$ cat config.mk
export PLATFORM = sky130hd
export DESIGN_NAME = image_corner_dma_arbiter
export DESIGN_NICKNAME = d
export VERILOG_FILES = /design/src/rtl/image_corner_dma_arbiter.sv
export SDC_FILE = /design/constraint.sdc
export NUM_CORES = 2
export LEC_CHECK = 0
export ABC_AREA = 0
export CORE_MARGIN = 5
export CORE_UTILIZATION = 40
export CTS_CLUSTER_DIAMETER = 120
export DETAILED_ROUTE_END_ITERATION = 7
export PLACE_DENSITY = 0.65
export SLEW_MARGIN = 0
export SYNTH_ARGS = -nofsm -noshare
export SYNTH_HDL_FRONTEND = slang
export SYNTH_SLANG_ARGS = --single-unit
$ cat constraint.sdc
create_clock -name clk -period 8.14 [get_ports clk]
set_input_delay 2.035 -clock clk [delete_from_list [all_inputs] [get_ports clk]]
set_output_delay 2.035 -clock clk [all_outputs]
set_load 0.005 [all_outputs]
$ cat src/rtl/image_corner_dma_arbiter.sv
// Merges image line words and buffered corner words into one DMA stream per frame.
// Optional macro CORNER_HEADER_EN adds a {C0,00,count} header word before the corner section.
module image_corner_dma_arbiter #(
    parameter int IMG_WORDS_PER_LINE = 320,
    parameter int LINES_PER_FRAME    = 800,
    parameter int CORNER_FIFO_DEPTH  = 64
) (
    input  logic        clk,
    input  logic        rst,
    input  logic        new_frame,
    input  logic [31:0] line_data,
    input  logic        line_valid,
    output logic        line_ready,
    input  logic [31:0] corner_data,
    input  logic        corner_data_valid,
    output logic [31:0] dma_data,
    output logic        dma_valid,
    input  logic        dma_ready,
    output logic        dma_last,
    output logic        frame_done,
    output logic        corner_overflow,
    output logic        frame_error
);

    localparam int WW = (IMG_WORDS_PER_LINE > 1) ? $clog2(IMG_WORDS_PER_LINE) : 1;
    localparam int LW = (LINES_PER_FRAME > 1) ? $clog2(LINES_PER_FRAME) : 1;
    localparam int AW = $clog2(CORNER_FIFO_DEPTH);
    localparam int CW = AW + 1;

    typedef enum logic [2:0] {
        S_IDLE,
        S_LINE,
        S_CORNER_HDR,
        S_CORNER,
        S_DONE
    } state_t;

    state_t        state;
    logic [WW-1:0] word_cnt;
    logic [LW-1:0] line_cnt;
    logic [CW-1:0] corner_cnt;

    logic [31:0]   fifo_mem [CORNER_FIFO_DEPTH];
    logic [AW-1:0] wr_ptr;
    logic [AW-1:0] rd_ptr;
    logic [CW-1:0] fifo_count;

    logic out_load;
    logic line_accept;
    logic last_word;
    logic fifo_full;
    logic fifo_pop;
    logic fifo_wr;

    // The output register can take a new word when it is empty or being drained this cycle.
    assign out_load    = !dma_valid || dma_ready;
    assign line_ready  = (state == S_IDLE) || ((state == S_LINE) && out_load);
    assign line_accept = line_valid && line_ready;
    assign last_word   = (state == S_LINE)
                      && (word_cnt == WW'(IMG_WORDS_PER_LINE - 1))
                      && (line_cnt == LW'(LINES_PER_FRAME - 1));
    assign fifo_full   = (fifo_count == CW'(CORNER_FIFO_DEPTH));
    assign fifo_pop    = (state == S_CORNER) && out_load && (corner_cnt != '0);
    assign fifo_wr     = corner_data_valid && (!fifo_full || fifo_pop);

    // NOTE: storage array has no reset; only pointers and occupancy define FIFO contents.
    always_ff @(posedge clk) begin
        if (fifo_wr) begin
            fifo_mem[wr_ptr] <= corner_data;
        end
    end

    // NOTE: all state updates use non-blocking assignments so every register samples pre-edge values.
    always_ff @(posedge clk) begin
        if (rst) begin
            wr_ptr          <= '0;
            rd_ptr          <= '0;
            fifo_count      <= '0;
            corner_overflow <= 1'b0;
        end else begin
            if (fifo_wr) begin
                wr_ptr <= wr_ptr + AW'(1);
            end
            if (fifo_pop) begin
                rd_ptr <= rd_ptr + AW'(1);
            end
            case ({fifo_wr, fifo_pop})
                2'b10:   fifo_count <= fifo_count + CW'(1);
                2'b01:   fifo_count <= fifo_count - CW'(1);
                default: fifo_count <= fifo_count;
            endcase
            if (corner_data_valid && !fifo_wr) begin
                corner_overflow <= 1'b1;
            end
        end
    end

    always_ff @(posedge clk) begin
        if (rst) begin
            state       <= S_IDLE;
            word_cnt    <= '0;
            line_cnt    <= '0;
            corner_cnt  <= '0;
            dma_data    <= '0;
            dma_valid   <= 1'b0;
            dma_last    <= 1'b0;
            frame_done  <= 1'b0;
            frame_error <= 1'b0;
        end else begin
            frame_done <= 1'b0;
            if (out_load) begin
                dma_valid <= 1'b0;
                dma_last  <= 1'b0;
            end
            if (new_frame && (state != S_IDLE)) begin
                frame_error <= 1'b1;
            end

            case (state)
                S_IDLE: begin
                    if (new_frame) begin
                        word_cnt <= '0;
                        line_cnt <= '0;
                        state    <= S_LINE;
                    end
                end

                S_LINE: begin
                    if (line_accept) begin
                        dma_data  <= line_data;
                        dma_valid <= 1'b1;
                        dma_last  <= 1'b0;
                        if (word_cnt == WW'(IMG_WORDS_PER_LINE - 1)) begin
                            word_cnt <= '0;
                            line_cnt <= line_cnt + LW'(1);
                        end else begin
                            word_cnt <= word_cnt + WW'(1);
                        end
                        if (last_word) begin
                            // Writes landing this cycle are not yet counted and belong to the next frame.
                            corner_cnt <= fifo_count;
`ifdef CORNER_HEADER_EN
                            state <= S_CORNER_HDR;
`else
                            if (fifo_count == '0) begin
                                dma_last <= 1'b1;
                                state    <= S_DONE;
                            end else begin
                                state <= S_CORNER;
                            end
`endif
                        end
                    end
                end

`ifdef CORNER_HEADER_EN
                S_CORNER_HDR: begin
                    if (out_load) begin
                        dma_data  <= {8'hC0, 8'h00, 16'(corner_cnt)};
                        dma_valid <= 1'b1;
                        dma_last  <= (corner_cnt == '0);
                        state     <= (corner_cnt == '0) ? S_DONE : S_CORNER;
                    end
                end
`endif

                S_CORNER: begin
                    if (fifo_pop) begin
                        dma_data   <= fifo_mem[rd_ptr];
                        dma_valid  <= 1'b1;
                        dma_last   <= (corner_cnt == CW'(1));
                        corner_cnt <= corner_cnt - CW'(1);
                        if (corner_cnt == CW'(1)) begin
                            state <= S_DONE;
                        end
                    end
                end

                S_DONE: begin
                    // Leave only once the dma_last word has been handed over.
                    if (out_load) begin
                        frame_done <= 1'b1;
                        state      <= S_IDLE;
                    end
                end

                default: state <= S_IDLE;
            endcase
        end
    end

endmodule

==> metrics <==
outcome=finished, final reports clean; most numerous cell in the Yosys netlist=edfxtp_1; crit-path max FO=32; clk_lat worst skew=0.84 ns; TritonRoute pass-1 iters=7; Final Net Count=4038; YS warnings=0; placed cell area=86900 um^2; root buf cell=clkbuf_16; Top Ports=about 110; clock tree from TritonCTS=built; layout cell share with drive strength beyond 1=between 20 and 30%; core area=around 200000 um^2; Commonest cells post-synth=edfxtp_1 (2048), mux4_2 (566), nor2_1 (160), nand2_1 (140), mux2_2 (112); Final Wtd Congestion=0.823; CP Buf/Inv Count=2; worst r2r path cells=7; critical path required time=8.57 ns; EDFF count, synth=around 2000; number of global-route vias before repair=39168; R2R setup slack=2.67 ns; dpl hpwl=119000 um; Synth cell types=66; drt total wl=205000 um; max cap viols=0; Total GRT Usage=a little under a fifth; Pleak=approximately 28 nW; Post-Synthesis Cells=3780; fmax=around 0.17 GHz; HP Start=corner_overflow; Yosys top cell area share=74.5%; hold_buf cts=0; worst-case clock buffer depth=3; ranking of synthesized cells by area=edfxtp_1 (74%), mux4_2 (15%), dfxtp_1 (2.2%); CP most frequent cell=nor2b_1; worst reg2reg path startpoint=state[0]; Critical Path Max Stage Delay=roughly 1.3 ns; CP Launch Type=primary input; die height=464 um; # clock sinks=between 2000 and 2500; Remaining DRCs=0; Final Slew Violations=0; largest net degree at the start of global routing=132; vias=roughly 39000; CTS buffer count=207; CP endpoint kind=flop; H-tree depth=4; Antenna Violating Nets Remaining=0; Synth Register Bits=approximately 2100; buffers added on ports=107; VDD IR-drop max=~0.17 mV; clk slew on worst S/H paths=roughly 0.06 ns; clk_skew=between 0.03 and 0.04 ns; cells along the critical path=clkdlybuf4s50_1, nor2b_1, a21oi_1, nor2b_1, buf_4, o21a_1, nand3_1, nor2_4; met2 wire length=~100000 um; Hold Violations, Final=0; area leader, netlist=edfxtp_1; Worst EP arrival=6.23 ns; R2R Path End=fifo_mem[20][10]; Least-Margin Pin Slew=1.21 ns; 1st-iter DRT viols=4796; RSZ-0062 raised after global routing=false; Final Hold Slack=0.481 ns; final period utilization=71.2%; first-pass GRT wire length=291000 um; initial antenna violation count=16; DR vias/cell=5.72; Die X-Extent=between 400 and 500 um; Setup Fix Bufs, Post-CTS=0; critical path's slowest cell=nor2_4; Top FF cell, synth=edfxtp_1; DRT met1 WL=a little under 80000 um; Synth Cell Area=roughly 83000 um^2; Layout area overhead=13.5%; Final Setup Violations=0; std cell rows=166; Syn Nets=3862; PwrDens=243 nW/um^2; TNS Setup=0 ns; met3 wire length=16200 um; sequential element share of the synthesized area=~77%; initial core utilization=approximately two fifths; CP top delay family=simple AND/OR/NAND/NOR gates; post-route cell area=93700 um^2; mean area per synthesized cell=21.8 um^2; hold path endpoint=corner_overflow; Hold Path Stages=2; Async S/R FF share, synth=0%; min cycle time layout=between 5 and 6 ns; Crit Path Class=in -> reg; Top Metal Used=met5; grt total ovfl=0; Post-CTS Resized=0; slew margin rel.=roughly a fifth; hold crit path type=reg -> reg; die area=around 220000 um^2; Avg WL per Cell=30.0 um
==> worst max-delay path by stage <==
stage	depth (start not counted)	end	startpoint	slack (ns)
CTS	9	fifo_mem[49][4]	dma_ready	2.54
global placement	9	fifo_mem[49][13]	dma_ready	1.73
finish	8	fifo_mem[20][10]	dma_ready	2.34
detailed placement	9	fifo_mem[49][13]	dma_ready	1.66
global route	8	fifo_mem[52][28]	dma_ready	2.33
floorplan	9	fifo_mem[59][0]	dma_ready	2.99
==> kinds of logic after synthesis <==
kind of cell,count (synthesis),share of synthesized area [%]
buf+inv,223,1.36
xor+xnor,19,0.201
compound gates,196,1.54
flops,2139,76.7
fa+ha+maj,12,0.191
simple gates,483,2.70
mux,708,17.3
==> layout make-up <==
class	instances	area, um^2
antenna	1	2.50
clock buffer	250	5360
clock inverter	135	1450
fill	16737	111000
inverter	13	53.8
multi-input combinational	1418	18600
sequential	2139	63300
tap	2688	3360
timing repair buffer	177	1540
==> sequential cells by signal, indices dropped and copies added (netlist names), 6 cells and up, named ones only <==
signal / count
corner_cnt: 7
line_cnt: 10
word_cnt: 9
rd_ptr: 6
fifo_mem: 2048
wr_ptr: 6
fifo_count: 7
dma_data: 32
==> placed cells by master (no fill, tap or decap), drive strengths merged, types with 15 or more instances in the layout <==
| cell type | synthesis | final |
|---|---|---|
| mux4 | 566 | 566 |
| clkbuf | 103 | 250 |
| dfxtp | 91 | 91 |
| clkinv | 1 | 95 |
| buf | 107 | 103 |
| mux2 | 117 | 117 |
| mux2i | 25 | 25 |
| a21oi | 33 | 33 |
| a211oi | 34 | 34 |
| edfxtp | 2048 | 2048 |
| nor4 | 34 | 34 |
| nor2 | 160 | 160 |
| clkdlybuf4s50 | 0 | 74 |
| nand3 | 15 | 15 |
| o21ai | 32 | 32 |
| bufinv | 0 | 25 |
| inv | 12 | 22 |
| nor3 | 68 | 68 |
| o22ai | 59 | 59 |
| nand2 | 141 | 141 |
==> per-stage QoR <==
stage	util, %	std cells	setup WS (ns)	total power, mW
after detailed placement	42.4	6435	1.66	13.4
after global placement	42.4	6435	1.73	13.4
final	45.7	6821	2.34	22.8
after global routing	45.7	6820	2.33	23.5
after floorplan	-	3780	2.99	12.9
after CTS	45.7	6820	2.54	22.9
==> per-layer routing <==
layer / global-route usage [%] / vias up
met3: 3.38 / 303
met5: 0 / -
met2: 32.0 / 1695
li1: - / 16230
met1: 24.8 / 20756
met4: 5.24 / 6
==> worst reg2reg max path: cells and delay by family, from the launching register on <==
family | cells | cell delay, ns
DFF | 1 | 0.45
and+or+nand+nor | 5 | 3.81
AOI/OAI and AO/OA | 1 | 0.60
buffers and inverters | 1 | 0.20
==> where the power goes <==
group	internal (mW)	switching, mW
Sequential	12.1	0.0597
Combinational	0.322	0.633
Clock	5.50	4.12
(Power assumes the default switching activity.)
